==> config.mk <==
export PLATFORM = sky130hd
export DESIGN_NAME = reg_wb_queue
export DESIGN_NICKNAME = d
export VERILOG_FILES = /design/src/rtl/reg_wb_queue_pkg.sv /design/src/rtl/reg_wb_queue_fifo.sv /design/src/rtl/reg_wb_queue.sv
export SDC_FILE = /design/constraint.sdc
export NUM_CORES = 1
export LEC_CHECK = 0
export BUFFER_PORTS_ARGS = -buffer_cell sky130_fd_sc_hd__buf_2
export CAP_MARGIN = 20
export CORE_AREA = 4 4 161 85
export DETAILED_ROUTE_END_ITERATION = 7
export DIE_AREA = 0 0 165 89
export MAX_ROUTING_LAYER = met4
export SLEW_MARGIN = 40
export SYNTH_ARGS = -nofsm -noshare
export SYNTH_HDL_FRONTEND = slang
export SYNTH_SLANG_ARGS = --single-unit
==> constraint.sdc <==
create_clock -name Clk -period 2.3 [get_ports Clk]
set_input_delay 0.115 -clock Clk [delete_from_list [all_inputs] [get_ports Clk]]
set_output_delay 0.115 -clock Clk [all_outputs]
set_load 0.01 [all_outputs]
==> src/rtl/reg_wb_queue_pkg.sv <==
// reg_wb_queue_pkg
// Shared constants for the register-bank write-back queue:
//   REG_AW / REG_DW  register address and data widths of the 8x8 bank
//   NUM_REGS         number of registers in the bank
//   ST_*             FSM state encoding used by the queue controller
package reg_wb_queue_pkg;

    localparam int REG_AW   = 3;
    localparam int REG_DW   = 8;
    localparam int NUM_REGS = 8;

    localparam logic [1:0] ST_RUN   = 2'd0;
    localparam logic [1:0] ST_DRAIN = 2'd1;
    localparam logic [1:0] ST_DONE  = 2'd2;

endpackage

==> src/rtl/reg_wb_queue_fifo.sv <==
// wbq_fifo
// Storage for queued (address, data) write-back entries.
//   clk, rst               clock, synchronous active-high reset
//   push, push_addr/data   enqueue one entry at the tail
//   pop                    dequeue the head entry
//   head_addr/head_data    current head entry
//   count                  number of valid entries
//   cmp_x_addr/cmp_y_addr  addresses compared against every valid entry
//   match_x/match_y        per-entry hit: entry valid and address equal
// The caller guarantees push only when not full and pop only when not empty.
module wbq_fifo
    import reg_wb_queue_pkg::*;
#(
    parameter  int DEPTH = 4,
    parameter  int AW    = REG_AW,
    parameter  int DW    = REG_DW,
    localparam int PW    = $clog2(DEPTH),
    localparam int CW    = PW + 1
) (
    input  logic                 clk,
    input  logic                 rst,
    input  logic                 push,
    input  logic [AW-1:0]        push_addr,
    input  logic [DW-1:0]        push_data,
    input  logic                 pop,
    output logic [AW-1:0]        head_addr,
    output logic [DW-1:0]        head_data,
    output logic [CW-1:0]        count,
    input  logic [AW-1:0]        cmp_x_addr,
    input  logic [AW-1:0]        cmp_y_addr,
    output logic [DEPTH-1:0]     match_x,
    output logic [DEPTH-1:0]     match_y
);

    logic [DEPTH-1:0][AW-1:0] mem_addr;
    logic [DEPTH-1:0][DW-1:0] mem_data;
    logic [PW-1:0]            wr_ptr;
    logic [PW-1:0]            rd_ptr;
    logic [DEPTH-1:0]         ent_vld;

    // Pointers wrap naturally because DEPTH is a power of two;
    // count tells full from empty when the pointers are equal.
    always_ff @(posedge clk) begin
        if (rst) begin
            wr_ptr <= '0;
            rd_ptr <= '0;
            count  <= '0;
        end else begin
            if (push) wr_ptr <= wr_ptr + 1'b1;
            if (pop)  rd_ptr <= rd_ptr + 1'b1;
            count <= count + CW'(push) - CW'(pop);
        end
    end

    // Payload needs no reset: an entry is only ever read once count covers it.
    always_ff @(posedge clk) begin
        if (push) begin
            mem_addr[wr_ptr] <= push_addr;
            mem_data[wr_ptr] <= push_data;
        end
    end

    assign head_addr = mem_addr[rd_ptr];
    assign head_data = mem_data[rd_ptr];

    // An entry is valid when its distance from the head is below count.
    for (genvar i = 0; i < DEPTH; i++) begin : g_ent
        logic [PW-1:0] ofs;
        assign ofs        = PW'(i) - rd_ptr;
        assign ent_vld[i] = CW'(ofs) < count;
        assign match_x[i] = ent_vld[i] && (mem_addr[i] == cmp_x_addr);
        assign match_y[i] = ent_vld[i] && (mem_addr[i] == cmp_y_addr);
    end

endmodule

==> src/rtl/reg_wb_queue.sv <==
// reg_wb_queue
// Write-back queue in front of the register bank write port.
//   Clk, Rst                     clock, synchronous active-high reset
//   in_valid/in_ready            result handshake from execute
//   in_addr/in_data              destination register and value
//   wb_hold                      bank write port busy this cycle
//   wb_addr/wb_le/wb_data        registered bank write port
//   rd_x_addr/rd_y_addr          bank read addresses to check
//   hazard_x/hazard_y            write pending to that read address
//   drain_req/drained            drain handshake (blocks new input)
//   count                        number of queued entries
module reg_wb_queue
    import reg_wb_queue_pkg::*;
#(
    parameter  int DEPTH = 4,
    parameter  int AW    = REG_AW,
    parameter  int DW    = REG_DW,
    localparam int CW    = $clog2(DEPTH) + 1
) (
    input  logic          Clk,
    input  logic          Rst,
    input  logic          in_valid,
    output logic          in_ready,
    input  logic [AW-1:0] in_addr,
    input  logic [DW-1:0] in_data,
    input  logic          wb_hold,
    output logic [AW-1:0] wb_addr,
    output logic          wb_le,
    output logic [DW-1:0] wb_data,
    input  logic [AW-1:0] rd_x_addr,
    input  logic [AW-1:0] rd_y_addr,
    output logic          hazard_x,
    output logic          hazard_y,
    input  logic          drain_req,
    output logic          drained,
    output logic [CW-1:0] count
);

    logic [1:0]       state;
    logic             push;
    logic             pop;
    logic [AW-1:0]    head_addr;
    logic [DW-1:0]    head_data;
    logic [DEPTH-1:0] match_x;
    logic [DEPTH-1:0] match_y;

    // in_ready comes from the registered count, so a pop on a full queue
    // does not open a slot until the next cycle.
    assign in_ready = (count < CW'(DEPTH)) && (state == ST_RUN);
    assign push     = in_valid && in_ready;
    assign pop      = (count != '0) && !wb_hold;
    assign drained  = (count == '0) && !wb_le;

    wbq_fifo #(
        .DEPTH (DEPTH),
        .AW    (AW),
        .DW    (DW)
    ) u_fifo (
        .clk        (Clk),
        .rst        (Rst),
        .push       (push),
        .push_addr  (in_addr),
        .push_data  (in_data),
        .pop        (pop),
        .head_addr  (head_addr),
        .head_data  (head_data),
        .count      (count),
        .cmp_x_addr (rd_x_addr),
        .cmp_y_addr (rd_y_addr),
        .match_x    (match_x),
        .match_y    (match_y)
    );

    // Bank write port: wb_le pulses for the cycle after each pop,
    // address/data hold their last value otherwise.
    always_ff @(posedge Clk) begin
        if (Rst) begin
            wb_le   <= 1'b0;
            wb_addr <= '0;
            wb_data <= '0;
        end else begin
            wb_le <= pop;
            if (pop) begin
                wb_addr <= head_addr;
                wb_data <= head_data;
            end
        end
    end

    // The write currently on the bank port still counts as pending.
    assign hazard_x = (|match_x) || (wb_le && (wb_addr == rd_x_addr));
    assign hazard_y = (|match_y) || (wb_le && (wb_addr == rd_y_addr));

    always_ff @(posedge Clk) begin
        if (Rst) begin
            state <= ST_RUN;
        end else begin
            case (state)
                ST_RUN:   if (drain_req) state <= ST_DRAIN;
                ST_DRAIN: if (drained)   state <= ST_DONE;
                ST_DONE:  if (!drain_req) state <= ST_RUN;
                default:  state <= ST_RUN;
            endcase
        end
    end

endmodule
==> results of run 1 <==
-- registers in the layout, summed over array words and instances (netlist names) --
| name | flops |
|---|---|
| state | 2 |
| u_fifo.count | 3 |
| u_fifo.mem_addr | 12 |
| u_fifo.mem_data | 32 |
| u_fifo.rd_ptr | 2 |
| u_fifo.wr_ptr | 2 |
| wb_addr | 3 |
| wb_data | 8 |
| wb_le | 1 |
-- report_power, final --
| part | internal, uW | leakage [uW] | switching, uW | total, uW |
|---|---|---|---|---|
| Sequential | 1440 | 0.000572 | 147 | 1580 |
| Combinational | 573 | 0.000686 | 652 | 1230 |
| Clock | 724 | 0.000123 | 483 | 1210 |
-- cell usage in the layout, fill, tap and decap left out, drive strengths merged, types with 3 or more instances in the layout --
master,Yosys,final
buf,12,49
edfxtp,44,44
xnor2,24,24
nand2,22,22
dfxtp,21,21
a21oi,17,17
xor2,12,12
clkbuf,2,11
mux4,11,11
ha,10,10
dlygate4sd3,0,9
inv,9,9
nor2,7,7
nor3,6,6
and3,4,4
nand4,4,4
o2111ai,4,4
clkinv,0,3
-- how the worst max path moves through the flow --
stage / to / slack, ns
global route: hazard_x / 0.06
global placement: u_fifo.count[2] / 0.39
finish: hazard_x / 0.14
floorplan: u_fifo.count[2] / 0.23
CTS: hazard_x / 0.10
detailed placement: u_fifo.count[2] / 0.32
-- worst reg2reg max path, stage by stage (launching register included) --
cell and delay [ns]:
dfxtp_1 0.37, nor3_2 0.25, or2_4 0.16, inv_2 0.03, ha_1 0.26, inv_1 0.04, ha_1 0.18, fa_1 0.37
xnor2_1 0.16, nor2_1 0.05
-- area by class of cell --
type | instances | share of cell area
flip-flops and latches | 65 | 0.461
multi-input cells | 137 | 0.309
repair buffers | 58 | 0.0947
clock buffers | 11 | 0.0616
well taps | 170 | 0.0563
inverters | 9 | 0.00894
clock inverters | 5 | 0.00861
-- per-stage QoR --
step	instances	power, uW	hold WS [ns]
6_report	455	4020	0.00996
5_1_grt	455	4280	0.00981
4_1_cts	455	4080	0.0000112
3_5_place_dp	430	2830	0.338
3_3_place_gp	430	2800	0.330
2_1_floorplan	225	2460	0.198
-- synthesized netlist by cell type (2+ instances only) --
| cell type | count |
|---|---|
| a21oi_1 | 17 |
| a22oi_1 | 2 |
| and3_1 | 4 |
| buf_2 | 8 |
| buf_6 | 3 |
| clkbuf_1 | 2 |
| dfxtp_1 | 21 |
| edfxtp_1 | 44 |
| ha_1 | 10 |
| inv_1 | 8 |
| mux4_1 | 7 |
| mux4_2 | 4 |
| nand2_1 | 22 |
| nand3b_1 | 2 |
| nand4_1 | 4 |
| nor2_1 | 7 |
| nor2b_1 | 2 |
| nor3_1 | 4 |
| o2111ai_1 | 4 |
| o21bai_1 | 2 |
| xnor2_1 | 24 |
| xor2_1 | 12 |
-- layer usage --
metal	share of wire	track usage	routed length (um)	vias to the layer above
met5	0	-	0	-
met3	0.058	0.0345	417	9
li1	-	-	-	921
met4	0.012	0.0362	85	0
met2	0.41	0.146	2930	51
met1	0.52	0.149	3710	932
-- repair_timing --
action,CTS,global route
resized for setup,0,1
hold buffers,9,0
hold endpoints to repair,36,0
setup endpoints to repair,0,1
setup buffers,0,0
-- cell families after synthesis --
logic type      Yosys count  synth area share
buf+inv                  23            0.0428
simple gates             52            0.0881
compound gates           27            0.0547
xor+xnor                 36             0.104
mux                      11            0.0901
flops                    65             0.573
fa+ha+maj                11            0.0477
==> key figures, run 1 <==
Outcome
  – Status: finished clean

Cells and area
  – Fin nets: 313
  – Area Growth Syn to Fin: 24.3%
  – Register Area: 1740 um^2
  – Share of cells above drive strength 1: 0.249
  – Multi-input logic area: around 1200 um^2
  – Fill cell count: 1257
  – Post-route cell area: 3780 um^2
  – Number of inserted diodes: 0
  – Fin util: 0.305

Timing
  – Actual slew at the worst max-slew pin: 0.476 ns
  – Setup WS post-layout: 0.137 ns
  – Fin. Hold Viols: 0
  – Post-route minimum period: 2.16 ns
  – Skew final: around 0.0064 ns
  – Fmax: about 460 MHz
  – Final Max Tran Viols: 0
  – Relative slew slack: 0.682
  – Sum Neg Setup Slack: 0 ns
  – Setup violators final: 0
  – Period utilisation layout: 0.941
  – RSZ-0062 raised after global routing: false

Critical path
  – Critical-path cell list: inv_2 -> ha_1 -> a21boi_0 -> o21bai_1 -> a22oi_1 -> nand4_1 -> buf_2
  – Crit path buffers/inverters: 2
  – Setup crit start kind: flop
  – Crit path largest cell delay: 0.45 ns
  – R2r setup slk: 0.29 ns
  – CP Class: flop to output pin
  – CP required: ~2.2 ns
  – CP top delay family: compound AO/OA/AOI/OAI gates
  – Critical path depth: 7
  – Slowest stage cell, crit path: dfxtp_1
  – Capturing point of the worst reg2reg path: u_fifo.count[2]
  – RR Startpoint: u_fifo.count[1]
  – R2R cell count: 9
  – Crit path max fanout: 5
  – CP Capture Type: output pin
  – Crit path from: u_fifo.count[1]
  – CP Data Arrival Time: 2.05 ns

Logic synthesis
  – Cell accounting for the most synthesized area: edfxtp_1
  – Mapped cell area: 3040 um^2
  – Top_reg_cell synth: edfxtp_1
  – Syn nets: 258
  – Unique cell type count in the Yosys netlist: 34
  – FFs w/ async S/R, synth: 0
  – Synthesized area per cell: about 14 um^2
  – Synth area leaders: edfxtp_1 43%, dfxtp_1 14%, xnor2_1 6.9%
  – Synth warn: 0
  – Cells after Synth: 225
  – Post-synth EDFFs: 44
  – Post-synthesis sequential area ratio: 0.573
  – Synthesized flop and latch total: 65
  – Area share of the largest cell type after synthesis: 0.435

CTS
  – CTS clock-pin slew for the worst setup and hold paths: 0.06 ns
  – H-tree levels: 3
  – Num CTS Buffers: 9
  – CTS max path bufs: 2
  – CTS tree: yes
  – Root Driver: clkbuf_16
  – # clock sinks: 65
  – Worst skew pair latency: 0.33 ns

Detailed routing
  – WL/cell: 15.7 um
  – ANT nets after route: 0
  – Initial DRC Count: 107
  – Post-Route WL: 7150 um
  – Vias: about 1900
  – DR pass1 iterations: 4
  – Vias per std cell: approximately 4.2
  – Remaining DRCs: 0

Die
  – Die Span Y: 89 um
  – Die Wd: 165 um
  – I/O Pins: 41
  – Core area: 12400 um^2
  – Row Count: 29
  – Initial Util: 0.246
  – Die area: 14700 um^2

GRT
  – Initial antenna violation count: 0
  – Largest net degree at the start of global routing: 22
  – Global-route wire length before repair: 11000 um
  – GRT overflow: 0
  – Gr usage total: 0.107
  – Vias in the first global route: 1902

Power and ir drop
  – Static Leak: approximately 0.0014 uW
  – Pwr/cell area: approximately 1100 nW/um^2
  – Peak supply drop: 0.336 mV

Flow run
  – Max Cap Violations: 0

Placement
  – Post-DP Area: about 3400 um^2
  – Final Wtd Congestion: ~0.83
  – Detail Placement HPWL: 5190 um
  – DP Worst Slack: 0.319 ns
  – Port bufs: 40

Worst hold path
  – Min-delay src: in_data[5]
  – Hold worst-path end: u_fifo.mem_data[5]
  – Hold Path Stages: 1
  – HP Class: input port to flop
Power figures use the tool's default switching activity.
==> inputs of run 2 (changes only) <==
==> constraint.sdc (replaced) <==
create_clock -name Clk -period 2.3 [get_ports Clk]
set_input_delay 0.69 -clock Clk [delete_from_list [all_inputs] [get_ports Clk]]
set_output_delay 0.69 -clock Clk [all_outputs]
set_load 0.01 [all_outputs]
==> run 2 against run 1 <==
  * The flow now finishes with violations (setup timing)
  * Worst setup slack got worse by 0.27 ns
  * Die area did not move
  * Non-clock buffer count decreased by 7
  * Clock power increased by 7%
  * Count of clock-buffer cells in the layout decreased by 2
  * Sequential power about the same
  * Sequential share of layout area shrank 0.76 points
  * Via count is 0.10% higher
  * Final cell count is 1.3% lower
  * First-iteration DRC count rose by 52%
  * Sequential cell count stayed put
  * Largest cell class unchanged
==> key figures, run 2 (synthesis gave the netlist of run 1 again) <==
Power and ir drop
  – Sw power: 1380 uW (was 1280 uW)
  – Static Leak: 0.00139 uW (was 0.00138 uW)
  – Peak supply drop: 0.395 mV (was 0.336 mV)
  – Switch share: 0.317 (was 0.319)
  – Combinational Power Share: 0.336 (was 0.305)
  – Pwr/cell area: 1130 nW/um^2 (was 1060 nW/um^2)
  – Clock network power share: 0.298 (was 0.301)
  – Internal Power: 2980 uW (was 2730 uW)
  – Reg power frac: 0.366 (was 0.394)

Timing
  – Setup WS post-layout: -0.138 ns (was 0.137 ns)
  – Fin. Hold Viols: 0 (unchanged)
  – Actual slew at the worst max-slew pin: 0.450 ns (was 0.476 ns)
  – Period utilisation layout: 1.06 (was 0.941)
  – Post-route minimum period: 2.44 ns (was 2.16 ns)
  – Fmax: 410 MHz (was 462 MHz)
  – Relative slew slack: 0.697 (was 0.682)
  – Skew final: 0.00595 ns (was 0.00643 ns)
  – Final Max Tran Viols: 0 (unchanged)
  – RSZ-0062 raised after global routing: true (was false)
  – Sum Neg Setup Slack: -0.273 ns (was 0 ns)
  – Setup violators final: 2 (was 0)

Die
  – Core area: 12400 um^2 (unchanged)
  – Initial Util: 0.246 (unchanged)
  – Row Count: 29 (unchanged)
  – I/O Pins: 41 (unchanged)
  – Die area: 14700 um^2 (unchanged)
  – Die Wd: 165 um (unchanged)
  – Die Span Y: 89 um (unchanged)

GRT
  – Global route hottest layer: met2 (was met1)
  – Global-route wire length before repair: 11200 um (was 11000 um)
  – Gr usage total: 0.108 (was 0.107)
  – Met2 global-route usage: 0.148 (was 0.146)
  – Initial antenna violation count: 1 (was 0)
  – Met1 usage: 0.147 (was 0.149)
  – GRT overflow: 0 (unchanged)
  – Largest net degree at the start of global routing: 22 (unchanged)
  – Vias in the first global route: 1989 (was 1902)
  – M3 GR Usage: 0.0415 (was 0.0345)

Critical path
  – Crit path max fanout: 4 (was 5)
  – CP Class: flop to output pin (unchanged)
  – Crit path largest cell delay: 0.40 ns (was 0.45 ns)
  – R2r setup slk: 0.12 ns (was 0.29 ns)
  – RR Startpoint: u_fifo.count[1] (unchanged)
  – Slowest stage cell, crit path: dfxtp_4 (was dfxtp_1)
  – Capturing point of the worst reg2reg path: u_fifo.count[2] (unchanged)
  – Setup crit start kind: flop (unchanged)
  – CP Capture Type: output pin (unchanged)
  – CP Data Arrival Time: 1.75 ns (was 2.05 ns)
  – CP required: 1.61 ns (was 2.18 ns)
  – Critical-path cell list: inv_4 -> ha_4 -> a21boi_4 -> o21bai_4 -> a22oi_2 -> nand4_1 -> buf_2 (was inv_2 -> ha_1 -> a21boi_0 -> o21bai_1 -> a22oi_1 -> nand4_1 -> buf_2)
  – CP Capture Point: hazard_x (unchanged)
  – Crit path from: u_fifo.rd_ptr[1] (was u_fifo.count[1])
  – R2R cell count: 10 (was 9)

Cells and area
  – Non-filler instance count after layout: 449 (was 455)
  – Area Growth Syn to Fin: 27.0% (was 24.3%)
  – Commonest non-fill, non-tap cell in the layout: edfxtp_1 (unchanged)
  – Largest registers: u_fifo.mem_data (32), u_fifo.mem_addr (12), wb_data (8) (unchanged)
  – Register Area: 1750 um^2 (was 1740 um^2)
  – Fin nets: 306 (was 313)
  – Top reg by flops: u_fifo.mem_data (unchanged)
  – Most frequent cells in the layout: 44 x edfxtp_1, 40 x buf_2, 23 x xnor2_1 (was 44 x edfxtp_1, 40 x buf_2, 24 x xnor2_1)
  – Share of cells above drive strength 1: 0.325 (was 0.249)
  – Max reg flops: 32 (unchanged)
  – Multi-input logic area: 1280 um^2 (was 1170 um^2)
  – Fill cell count: 1274 (was 1257)

Placement
  – Port bufs: 40 (unchanged)
  – Placed Instances: 432 (was 430)
  – Detail Placement HPWL: 5110 um (was 5190 um)
  – Final Wtd Congestion: 0.958 (was 0.827)

Outcome
  – Violated checks: setup timing
  – Status: complete, but fails checks (was finished clean)

CTS
  – CTS tree: yes (unchanged)
  – H-tree levels: 3 (unchanged)
  – Worst skew pair latency: 0.33 ns (about the same)
  – # clock sinks: 65 (unchanged)
  – Hold_buf cts: 0 (was 9)
  – Num CTS Buffers: 9 (unchanged)
  – CTS max path bufs: 2 (unchanged)
  – CTS clock-pin slew for the worst setup and hold paths: 0.05 ns (was 0.06 ns)
  – Root Driver: clkbuf_16 (unchanged)

Detailed routing
  – WL/cell: 15.9 um (was 15.7 um)
  – Remaining DRCs: 0 (unchanged)
  – Initial DRC Count: 163 (was 107)
  – Vias: 1915 (was 1913)
  – Vias per std cell: 4.27 (was 4.20)
  – DR pass1 iterations: 4 (unchanged)
  – ANT nets after route: 0 (unchanged)
  – Post-Route WL: 7130 um (was 7150 um)

Worst hold path
  – HP Class: flop to flop (was input port to flop)

Flow run
  – Max Cap Violations: 0 (unchanged)
## run 2: cell types whose count changed in the layout (fill, tap and decap cells not counted), sizes merged
cell / previous run / this run
bufinv: 0 / 1
dlygate4sd3: 9 / 0
clkbuf: 11 / 9
buf: 49 / 51
clkinvlp: 2 / 1
diode: 0 / 2
inv: 9 / 10
## run 2: per-stage QoR
stage / cell area, um^2 / hold WS (ns) / setup slack, ns / power, uW / util
floorplan: 3040 / 0.481 / 0.0990 / 2460 / -
CTS: 3800 / 0.454 / -0.142 / 4270 / 0.307
global route: 3860 / 0.484 / -0.229 / 4640 / 0.312
detailed placement: 3440 / 0.447 / 0.0309 / 2840 / 0.278
finish: 3860 / 0.452 / -0.138 / 4370 / 0.312
global placement: 3440 / 0.440 / 0.0454 / 2810 / 0.278
## run 2: worst min path at each step
stage                     slack [ns]  depth (start not counted)  startpoint          to
after floorplan                 0.48                          2  wb_data[0]  wb_data[0]
after global placement          0.44                          2  wb_data[5]  wb_data[5]
after detailed placement        0.45                          2  wb_data[7]  wb_data[7]
after CTS                       0.45                          2  wb_data[7]  wb_data[7]
after global routing            0.48                          2  wb_data[7]  wb_data[7]
final                           0.45                          2  wb_data[7]  wb_data[7]
## run 2: cell type report
class                   count  share of cell area
flip-flops and latches     65               0.453
multi-input cells         137               0.330
repair buffers             51              0.0764
clock buffers               9              0.0583
well taps                 170              0.0551
clock inverters             6              0.0152
inverters                   9              0.0100
diodes                      2             0.00130
## run 2: critical path, delay by kind of cell (launching register included)
family	cells	cell delay, ns
simple gates	1	0.13
flops	1	0.40
fa+ha+maj	1	0.26
buf+inv	2	0.21
compound gates	3	0.42
## run 2: power by group through the flow
stage	logic [uW]	registers [uW]	clock network [uW]
floorplan	862	1600	0
global placement	1220	1580	0
detailed placement	1250	1590	0
CTS	1350	1590	1330
global route	1620	1620	1400
finish	1470	1600	1300
## run 2: per-layer routing
metal	wire length, um	vias to the layer above
met4	51	0
met2	3020	56
met3	502	8
met1	3560	935
met5	0	-
li1	-	916
## run 2: repair_timing
item	CTS	global route
buffers inserted	0	0
pin swaps	9	7
gates resized for setup	18	12
endpoints found under the setup margin	2	2
==> inputs of run 3 (changes only) <==
PLACE_DENSITY = 0.53   (was not set)
==> run 3 against run 2 <==
  * The flow still finishes with violations (setup timing)
  * Wire length is 1.3% lower
  * Highest routed layer unchanged
  * Worst setup slack better by 0.032 ns
  * First-iteration DRC count is 43% lower
==> key figures, run 3 (synthesis gave the netlist of run 1 again) <==
CTS
  – # clock sinks: 65 (unchanged)
  – CTS clock-pin slew for the worst setup and hold paths: 0.05 ns (about the same)
  – H-tree levels: 3 (unchanged)
  – CTS max path bufs: 2 (unchanged)
  – Hold_buf cts: 0 (unchanged)
  – Num CTS Buffers: 9 (unchanged)
  – Root Driver: clkbuf_16 (unchanged)
  – Worst skew pair latency: 0.33 ns (about the same)
  – CTS tree: yes (unchanged)

Timing
  – Post-route minimum period: 2.41 ns (was 2.44 ns)
  – Setup violators final: 2 (unchanged)
  – RSZ-0062 raised after global routing: true (unchanged)
  – Min Hold Slack: 0.451 ns (was 0.452 ns)
  – Relative slew slack: 0.683 (was 0.697)
  – Setup WS post-layout: -0.106 ns (was -0.138 ns)
  – Actual slew at the worst max-slew pin: 0.475 ns (was 0.450 ns)
  – Final Max Tran Viols: 0 (unchanged)
  – Skew final: 0.00763 ns (was 0.00595 ns)
  – Period utilisation layout: 1.05 (was 1.06)
  – Fin. Hold Viols: 0 (unchanged)
  – Fmax: 416 MHz (was 410 MHz)

Critical path
  – Crit path max fanout: 2 (was 4)
  – CP Capture Type: output pin (unchanged)
  – R2r setup slk: 0.17 ns (was 0.12 ns)
  – CP Class: flop to output pin (unchanged)
  – Setup crit start kind: flop (unchanged)
  – Crit path from: u_fifo.rd_ptr[0] (was u_fifo.rd_ptr[1])
  – RR Startpoint: u_fifo.count[1] (unchanged)
  – CP Data Arrival Time: 1.72 ns (was 1.75 ns)
  – CP required: 1.61 ns (about the same)

Placement
  – DP Worst Slack: 0.0446 ns (was 0.0309 ns)
  – Final Wtd Congestion: 0.838 (was 0.958)
  – Detail Placement HPWL: 5140 um (was 5110 um)
  – Port bufs: 40 (unchanged)

Cells and area
  – Number of inserted diodes: 0 (was 2)
  – Top reg by flops: u_fifo.mem_data (unchanged)
  – Fill cell count: 1250 (was 1274)
  – Max reg flops: 32 (unchanged)
  – Fin util: 0.310 (was 0.312)
  – Most frequent cells in the layout: 44 x edfxtp_1, 40 x buf_2, 23 x xnor2_1 (unchanged)
  – Commonest non-fill, non-tap cell in the layout: edfxtp_1 (unchanged)
  – Largest registers: u_fifo.mem_data (32), u_fifo.mem_addr (12), wb_data (8) (unchanged)
  – Share of cells above drive strength 1: 0.327 (was 0.325)
  – Fin nets: 309 (was 306)
  – Area Growth Syn to Fin: 26.3% (was 27.0%)

Die
  – Initial Util: 0.246 (unchanged)
  – Die area: 14700 um^2 (unchanged)
  – Die Span Y: 89 um (unchanged)
  – Row Count: 29 (unchanged)
  – Core area: 12400 um^2 (unchanged)
  – Die Wd: 165 um (unchanged)
  – I/O Pins: 41 (unchanged)

GRT
  – Global-route wire length before repair: 11100 um (was 11200 um)
  – GRT overflow: 0 (unchanged)
  – Initial antenna violation count: 0 (was 1)
  – Gr usage total: 0.107 (was 0.108)
  – Largest net degree at the start of global routing: 22 (unchanged)
  – Vias in the first global route: 1913 (was 1989)

Power and ir drop
  – Peak supply drop: 0.373 mV (was 0.395 mV)
  – Pwr/cell area: 1100 nW/um^2 (was 1130 nW/um^2)
  – Static Leak: 0.00139 uW (about the same)

Outcome
  – Status: complete, but fails checks (unchanged)
  – Violated checks: setup timing (unchanged)

Detailed routing
  – DR pass1 iterations: 4 (unchanged)
  – Vias per std cell: 4.22 (was 4.27)
  – Vias: 1905 (was 1915)
  – Post-Route WL: 7030 um (was 7130 um)
  – ANT nets after route: 0 (unchanged)
  – Initial DRC Count: 93 (was 163)
  – WL/cell: 15.6 um (was 15.9 um)
  – Remaining DRCs: 0 (unchanged)

Worst hold path
  – HP Class: flop to flop (unchanged)
  – Min-delay src: wb_data[3] (was wb_data[7])

Flow run
  – Max Cap Violations: 0 (unchanged)
-- run 3: cell count changes in the layout (fill, tap and decap cells not counted), moves of 2 or more --
cell	delta
o21bai_1	+2
a22oi_1	+2
buf_4	+3
clkinv_1	-2
a22oi_2	-2
clkbuf_1	+2
diode_2	-2
-- run 3: per-stage QoR --
step	instances	setup TNS, ns	power (uW)	area [um^2]
2_1_floorplan	225	0	2460	3040
3_3_place_gp	433	0	2830	3450
3_5_place_dp	433	0	2860	3450
4_1_cts	451	-0.239	4260	3820
5_1_grt	451	-0.400	4510	3840
6_report	451	-0.193	4230	3840
-- run 3: critical path, cell delays in order (launching register included) --
cell	delay [ns]
dfxtp_2	0.39
xnor2_4	0.14
inv_2	0.07
ha_4	0.24
a21oi_4	0.17
o2111ai_2	0.15
nand4_1	0.10
buf_2	0.14
-- run 3: what timing repair did --
item | 4_1_cts | 5_1_grt
pin swaps | 6 | 6
buffers inserted | 2 | 0
gates resized for setup | 19 | 7
endpoints found under the hold margin | 0 | 0
setup endpoints to repair | 2 | 2
-- run 3: final cells by class --
class	instances	area, um^2	area share
clock inverters	5	33.8	0.00879
repair buffers	54	313	0.0814
well taps	170	213	0.0554
inverters	9	41.3	0.0107
flip-flops and latches	65	1750	0.456
clock buffers	11	233	0.0606
multi-input cells	137	1260	0.327
-- run 3: per-layer routing --
layer  wire [um]  share of wire  GRT usage  vias to the layer above
li1            -              -          -                      921
met1        3750           0.53      0.156                      921
met2        2730           0.39      0.136                       56
met3         495          0.070     0.0410                        7
met4          54         0.0077     0.0272                        0
met5           0              0          -                        -
-- run 3: final timing paths --
check	to	cells past startpoint
worst min-delay path	wb_data[3]	2
worst min register to register	wb_data[3]	2
worst max-delay path	hazard_x	7
worst max register to register	u_fifo.count[2]	10
-- run 3: power by group --
| part | switching, uW | internal, uW | leakage, uW | total, uW |
|---|---|---|---|---|
| sequential | 145 | 1440 | 0.000574 | 1590 |
| combinational | 737 | 701 | 0.000691 | 1440 |
| clock | 473 | 726 | 0.000126 | 1200 |
| total | 1360 | 2870 | 0.00139 | 4230 |
